### src/rtl/led_pkg.sv
// ---------------------------------------------------------------------------
// led_pkg
//   Shared definitions for the LED pattern generator and its helpers.
//   Holds the channel mode encodings, the field widths used on the config
//   port, and a small helper that turns one channel's stored state into
//   its "lit" value, so the top level stays a plain generate loop.
// ---------------------------------------------------------------------------
package led_pkg;

    // Width of the per-channel mode field and the DIM duty field.
    localparam int MODE_W = 2;
    localparam int DUTY_W = 8;

    // Mode encodings as they appear on cfg_mode.
    localparam logic [MODE_W-1:0] MODE_OFF   = 2'd0;
    localparam logic [MODE_W-1:0] MODE_ON    = 2'd1;
    localparam logic [MODE_W-1:0] MODE_BLINK = 2'd2;
    localparam logic [MODE_W-1:0] MODE_DIM   = 2'd3;

    // Decide whether a channel's LED should be active this cycle.
    // DIM compares the shared PWM counter against the duty, so a duty of 0
    // never lights and a duty of 255 lights on 255 of every 256 clocks.
    function automatic logic led_lit(
        input logic [MODE_W-1:0] mode,
        input logic              blink_state,
        input logic [DUTY_W-1:0] pwm_cnt,
        input logic [DUTY_W-1:0] duty
    );
        logic lit;
        lit = 1'b0;
        case (mode)
            MODE_OFF:   lit = 1'b0;
            MODE_ON:    lit = 1'b1;
            MODE_BLINK: lit = blink_state;
            MODE_DIM:   lit = (pwm_cnt < duty);
            default:    lit = 1'b0;
        endcase
        return lit;
    endfunction

endpackage

### src/rtl/ms_tick_gen.sv
// ---------------------------------------------------------------------------
// ms_tick_gen
//   Divides the board clock down to a one-cycle pulse every millisecond.
//   Kept separate so other board designs can reuse the same 1 ms timebase.
//
//   Ports:
//     clk_i   in   1   board clock, all logic on posedge
//     rst_ni  in   1   synchronous active-low reset
//     tick_o  out  1   registered one-cycle pulse every CLK_FREQ_HZ/1000 clocks
//
//   The divisor must be an integer of at least 2.
// ---------------------------------------------------------------------------
module ms_tick_gen #(
    parameter int CLK_FREQ_HZ = 27_000_000
) (
    input  logic clk_i,
    input  logic rst_ni,
    output logic tick_o
);

    localparam int DIV   = CLK_FREQ_HZ / 1000;
    localparam int CNT_W = (DIV > 1) ? $clog2(DIV) : 1;

    logic [CNT_W-1:0] cnt_q;
    logic [CNT_W-1:0] cnt_d;
    logic             tick_q;
    logic             tick_d;
    logic             wrap;

    // The prescaler counts 0..DIV-1. The tick is raised on the cycle after
    // the counter reaches its last value, so the pulse comes out of a flop
    // and the first one appears exactly DIV clocks after reset release.
    always_comb begin
        wrap   = (cnt_q == CNT_W'(DIV - 1));
        cnt_d  = wrap ? '0 : cnt_q + CNT_W'(1);
        tick_d = wrap;
    end

    // Prescaler and tick registers.
    always_ff @(posedge clk_i) begin
        if (!rst_ni) begin
            cnt_q  <= '0;
            tick_q <= 1'b0;
        end else begin
            cnt_q  <= cnt_d;
            tick_q <= tick_d;
        end
    end

    assign tick_o = tick_q;

endmodule

### src/rtl/led_pattern_gen.sv
// ---------------------------------------------------------------------------
// led_pattern_gen
//   Multi-channel LED pattern generator. Each channel is independently set
//   to OFF, ON, BLINK (programmable half-period in ms) or DIM (8-bit PWM).
//   Configuration arrives on a one-cycle write port with no backpressure.
//   A shared 1 ms tick drives every blinking channel and is also exported.
//
//   Ports:
//     clk            in   1                   board clock, all logic on posedge
//     rst_n          in   1                   synchronous active-low reset
//     cfg_valid      in   1                   config write strobe, one cycle per write
//     cfg_ch         in   $clog2(CHANNELS)+1  target channel index
//     cfg_mode       in   2                   0 OFF, 1 ON, 2 BLINK, 3 DIM
//     cfg_period_ms  in   PERIOD_W            BLINK half-period in ms (0 acts as 1)
//     cfg_duty       in   8                   DIM duty in 1/256 steps
//     cfg_err        out  1                   one-cycle pulse: out-of-range write rejected
//     tick_ms        out  1                   one-cycle pulse every millisecond
//     led            out  CHANNELS            LED pins with polarity applied
// ---------------------------------------------------------------------------
module led_pattern_gen
    import led_pkg::*;
#(
    parameter int                CLK_FREQ_HZ    = 27_000_000,
    parameter int                CHANNELS       = 6,
    parameter int                PERIOD_W       = 16,
    parameter int                DEFAULT_PERIOD = 500,
    parameter logic [MODE_W-1:0] RESET_MODE     = MODE_BLINK,
    parameter bit                ACTIVE_LOW     = 1'b1
) (
    input  logic                          clk,
    input  logic                          rst_n,
    input  logic                          cfg_valid,
    input  logic [$clog2(CHANNELS):0]     cfg_ch,
    input  logic [MODE_W-1:0]             cfg_mode,
    input  logic [PERIOD_W-1:0]           cfg_period_ms,
    input  logic [DUTY_W-1:0]             cfg_duty,
    output logic                          cfg_err,
    output logic                          tick_ms,
    output logic [CHANNELS-1:0]           led
);

    localparam int CH_W = $clog2(CHANNELS) + 1;

    // Pin level that keeps an LED dark, replicated across all channels.
    localparam logic [CHANNELS-1:0] DARK = {CHANNELS{ACTIVE_LOW}};

    logic [DUTY_W-1:0]   pwm_q;
    logic [DUTY_W-1:0]   pwm_d;
    logic                err_q;
    logic                err_d;
    logic [CHANNELS-1:0] led_q;
    logic [CHANNELS-1:0] led_d;
    logic [CHANNELS-1:0] lit;
    logic                cfg_ch_ok;

    // Shared millisecond timebase.
    ms_tick_gen #(
        .CLK_FREQ_HZ(CLK_FREQ_HZ)
    ) u_tick (
        .clk_i (clk),
        .rst_ni(rst_n),
        .tick_o(tick_ms)
    );

    // A write to a channel index that does not exist changes nothing, but
    // the caller gets a one-cycle error pulse so a UART decoder or similar
    // can report the bad command.
    always_comb begin
        cfg_ch_ok = (cfg_ch < CH_W'(CHANNELS));
        err_d     = cfg_valid && !cfg_ch_ok;
    end

    // The PWM counter is shared by every DIM channel and simply wraps, which
    // gives a 256-clock PWM frame. The LED pins are registered so the pins
    // see a clean flop output one clock after the internal state.
    always_comb begin
        pwm_d = pwm_q + DUTY_W'(1);
        led_d = lit ^ DARK;
    end

    // Shared registers: PWM counter, error pulse and LED pins.
    always_ff @(posedge clk) begin
        if (!rst_n) begin
            pwm_q <= '0;
            err_q <= 1'b0;
            led_q <= DARK;
        end else begin
            pwm_q <= pwm_d;
            err_q <= err_d;
            led_q <= led_d;
        end
    end

    // One block of state per channel. Each channel only reacts to writes
    // addressed to its own index, so writes to other channels leave its
    // blink timing untouched.
    for (genvar i = 0; i < CHANNELS; i++) begin : g_chan
        logic [MODE_W-1:0]   mode_q;
        logic [MODE_W-1:0]   mode_d;
        logic [PERIOD_W-1:0] period_q;
        logic [PERIOD_W-1:0] period_d;
        logic [DUTY_W-1:0]   duty_q;
        logic [DUTY_W-1:0]   duty_d;
        logic [PERIOD_W-1:0] ms_cnt_q;
        logic [PERIOD_W-1:0] ms_cnt_d;
        logic                blink_q;
        logic                blink_d;
        logic [PERIOD_W-1:0] eff_period;
        logic                wr_hit;

        assign wr_hit     = cfg_valid && (cfg_ch == CH_W'(i));
        assign eff_period = (period_q == '0) ? PERIOD_W'(1) : period_q;

        // A write always wins over a coincident tick: the channel restarts
        // its pattern from a fresh, lit half-period. Counting uses >= so that
        // a count left over from a longer period cannot run past the end and
        // wrap all the way around. Outside BLINK the counter simply holds.
        always_comb begin
            mode_d   = mode_q;
            period_d = period_q;
            duty_d   = duty_q;
            ms_cnt_d = ms_cnt_q;
            blink_d  = blink_q;
            if (wr_hit) begin
                mode_d   = cfg_mode;
                period_d = cfg_period_ms;
                duty_d   = cfg_duty;
                ms_cnt_d = '0;
                blink_d  = 1'b1;
            end else if (tick_ms && (mode_q == MODE_BLINK)) begin
                if (ms_cnt_q >= eff_period - PERIOD_W'(1)) begin
                    ms_cnt_d = '0;
                    blink_d  = !blink_q;
                end else begin
                    ms_cnt_d = ms_cnt_q + PERIOD_W'(1);
                end
            end
        end

        // Channel configuration and blink timing registers.
        always_ff @(posedge clk) begin
            if (!rst_n) begin
                mode_q   <= RESET_MODE;
                period_q <= PERIOD_W'(DEFAULT_PERIOD);
                duty_q   <= '0;
                ms_cnt_q <= '0;
                blink_q  <= 1'b1;
            end else begin
                mode_q   <= mode_d;
                period_q <= period_d;
                duty_q   <= duty_d;
                ms_cnt_q <= ms_cnt_d;
                blink_q  <= blink_d;
            end
        end

        assign lit[i] = led_lit(mode_q, blink_q, pwm_q, duty_q);
    end

    assign cfg_err = err_q;
    assign led     = led_q;

endmodule

### config.mk
export PLATFORM = sky130hd
export DESIGN_NAME = led_pattern_gen
export DESIGN_NICKNAME = d
export VERILOG_FILES = /design/src/rtl/led_pkg.sv /design/src/rtl/ms_tick_gen.sv /design/src/rtl/led_pattern_gen.sv
export SDC_FILE = /design/constraint.sdc
export NUM_CORES = 1
export LEC_CHECK = 0
export BUFFER_PORTS_ARGS = -buffer_cell sky130_fd_sc_hd__buf_2
export CAP_MARGIN = 20
export CORE_ASPECT_RATIO = 1.75
export CORE_UTILIZATION = 55
export DETAILED_ROUTE_END_ITERATION = 6
export GPL_ROUTABILITY_DRIVEN = 0
export PLACE_DENSITY = 0.83
export SYNTH_ARGS = -nofsm -noshare
export SYNTH_HDL_FRONTEND = slang
export SYNTH_HIERARCHICAL = 1
export SYNTH_SLANG_ARGS = --single-unit
### constraint.sdc
create_clock -name clk -period 4.8 [get_ports clk]
set_input_delay 0.24 -clock clk [delete_from_list [all_inputs] [get_ports clk]]
set_output_delay 0.24 -clock clk [all_outputs]
set_load 0.01 [all_outputs]
==> results.toml <==
[clock_tree]
cts_tree = "yes"
post_cts_buffers = 0
htreeDepth = 1
cts_sinks = 289
cts_buffers = 27
clockBufferDepth = 3
clock_latency_ns = 0.54
cts_resized = 0
clockRootBuffer = "clkbuf_16"
clk_pin_slew_ns = 0.06

[floorplan]
num_rows = 82
core_um2 = 28500
die_area_um2 = 29600
dieHeight_um = 227
die_width_um = 131
initial_core_util = 0.558
ios = 41

[finish]
register_area_um2 = 5790
drive_gt1_frac = 0.0596
fill_cells = 2539
antenna_cells = 0
multiInputGateArea_um2 = 9570
area_delta_synth_final_pct = 8.38
fin_nets = 2171
utilization = 0.604

[routing]
wl_met2_um = 20300
dr_total_vias = 14000
top_layer_used = "met4"
first_iter_violations = 901
via_per_inst = 5.90
drc = 0
m1WireLength_um = 14700
dr.pass1.iters = 7
antenna_left = 0
wl_met3_um = 1920
drt-total-wl_um = 40200
post_drt_wl_per_cell_um = 16.9

[yosys]
synth_area_um2 = 15900
synth.distinct_cells = 66
yosysWarningCount = 6
synth_area_per_cell_um2 = 8.02
synthCells = 1982
synth_most_common_cell = "nand2_1"
synth_top_area_frac = 0.364
synth-edff-count = 0
ys_seq_area_frac = 0.364
synth_area_leaders = "dfxtp_1, ha_1, nand2_1, xor2_1, a21oi_1"
synthFlopType = "dfxtp_1"
synth_top_area_cell = "dfxtp_1"
synth_common_cells = "nand2_1, dfxtp_1, a21oi_1"
synth_seq_cells = 289
synth_nets = 2167
async_flop_share = 0

[grt]
grt_max_degree = 79
grt-ovfl-total = 0
grt_pass1_wl_um = 65600
first_global_vias = 13800
antenna_found_initial = 0
track_usage = 0.279

[critical_path]
start_kind = "flip-flop"
regToRegSetupSlack_ns = 0.57
r2r-end = "g_chan[4].ms_cnt_q[7]$_SDFFE_PP0P_"
reg2reg_from = "g_chan[4].period_q[8]$_SDFFE_PN1P_"
cp_data_arrival_time_ns = 4.62
reg2reg_depth = 14
worstSetupPathType = "reg2reg"
required_ns = 5.19
end_kind = "flip-flop"
cp_max_fo = 15

[sta]
setup_viol = 0
maxSlewViolCount = 0
fmax_ghz = 0.237
skew_ns = 0.00748
relSlewSlack = 0.301
max_slew.worst_pin.slew_ns = 1.05
post-route-period-util = 0.880
fin_setup_tns_ns = 0
rsz0062_at_grt = "false"
hold_violations = 0
fin_crit_ns = 4.23

[pwr]
ir_drop_mv = 0.341
p_leak_nw = 6.75
p_per_area_nw_per_um2 = 283

[worst_hold_path]
min_path_cells = 3
hold_class = "in2reg"
min_to = "g_chan[4].duty_q[0]$_SDFFE_PN0P_"
hp-start = "cfg_duty[0]"

[flow_run]
max-cap-violations = 0

[placement]
hpwlAfterDp_um = 29000
port_buffers = 40

[run_status]
status = "finished clean"
## placed cells by master, fill, tap and decap left out, drive strengths merged, types with 22 or more instances in the layout
cell type / instances
buf: 50
nand2: 408
xnor2: 66
inv: 67
xor2: 104
nand3: 99
clkbuf: 34
o21ai: 26
nor2: 159
a21o: 22
dfxtp: 289
ha: 152
and3: 40
a21oi: 165
nor3: 69
nand4: 48
## registers in the layout, indices dropped and copies added (netlist names)
register / cells
g_chan.blink_q: 6
g_chan.period_q: 96
cfg_err: 1
u_tick/cnt_q: 15
u_tick/tick_o: 1
pwm_q: 8
g_chan.ms_cnt_q: 96
led: 6
g_chan.mode_q: 12
g_chan.duty_q: 48
## power breakdown
part | switching [W] | total [W] | internal, W | leakage (nW)
logic | 0.000187 | 0.000280 | 0.0000931 | 3.99
registers | 0.0000326 | 0.00246 | 0.00243 | 2.34
clock network | 0.000911 | 0.00214 | 0.00123 | 0.428
total | 0.00113 | 0.00488 | 0.00375 | 6.75
## final cells by class
class                      count  share of cell area
multi-input combinational   1551               0.555
sequential                   289               0.336
clock buffer                  34              0.0448
tap                          378              0.0274
timing repair buffer          52              0.0171
inverter                      65              0.0143
clock inverter                 7             0.00552
## worst max-delay path by stage
stage / endpoint / from / slack [ns]
after global routing: g_chan[3].ms_cnt_q[1]$_SDFFE_PP0P_ / g_chan[3].period_q[4]$_SDFFE_PN1P_ / 0.15
final: g_chan[4].ms_cnt_q[7]$_SDFFE_PP0P_ / g_chan[4].period_q[8]$_SDFFE_PN1P_ / 0.57
after global placement: g_chan[2].blink_q$_SDFFE_PP1P_ / g_chan[2].period_q[7]$_SDFFE_PN1P_ / 0.81
after floorplan: g_chan[2].ms_cnt_q[10]$_SDFFE_PP0P_ / g_chan[2].period_q[0]$_SDFFE_PN0P_ / 0.78
after CTS: g_chan[4].ms_cnt_q[7]$_SDFFE_PP0P_ / g_chan[4].period_q[8]$_SDFFE_PN1P_ / 0.59
after detailed placement: g_chan[4].ms_cnt_q[12]$_SDFFE_PP0P_ / g_chan[4].period_q[8]$_SDFFE_PN1P_ / 0.62
## per-stage QoR
step           instances  setup slack, ns  hold slack [ns]  instance area, µm²  power, W
2_1_floorplan       1982            0.783            0.357               15900   0.00267
3_3_place_gp        2333            0.806            0.442               16400   0.00278
3_5_place_dp        2333            0.623            0.447               16400   0.00279
4_1_cts             2376            0.590          0.00275               17200   0.00491
5_1_grt             2376            0.146          0.00879               17200   0.00504
6_report            2376            0.574           0.0193               17200   0.00488
## per-layer routing
metal / vias to the layer above / global-route usage
li1: 6839 / -
met1: 6607 / 0.293
met2: 399 / 0.495
met3: 172 / 0.0385
met4: 0 / 0.216
met5: - / 0
## timing repair
item,in CTS,in global routing
setup endpoints to repair,0,0
hold buffers,2,0
hold endpoints to repair,1,0
## cell families (layout without fill, tap and decap cells)
group,Yosys count,in the layout,share of synthesized area
mux,7,7,0.00456
xor+xnor,170,170,0.0936
buf+inv,142,158,0.0345
fa+ha+maj,152,152,0.120
flops,289,289,0.364
simple gates,950,950,0.282
compound gates,272,272,0.102
## worst max-delay path, stage by stage, from the launching register on
cell and delay, ns:
dfxtp_1 0.35, or4_1 0.62, nor2_1 0.28, a21oi_1 0.15
ha_1 0.24, nand2_1 0.15, nor2_1 0.09, nand2_1 0.09
xor2_1 0.07, ha_1 0.30, and3_1 0.19, nand4_1 0.15
or4_1 0.64, a41oi_2 0.63, nor3_1 0.13
(Power assumes the default switching activity.)
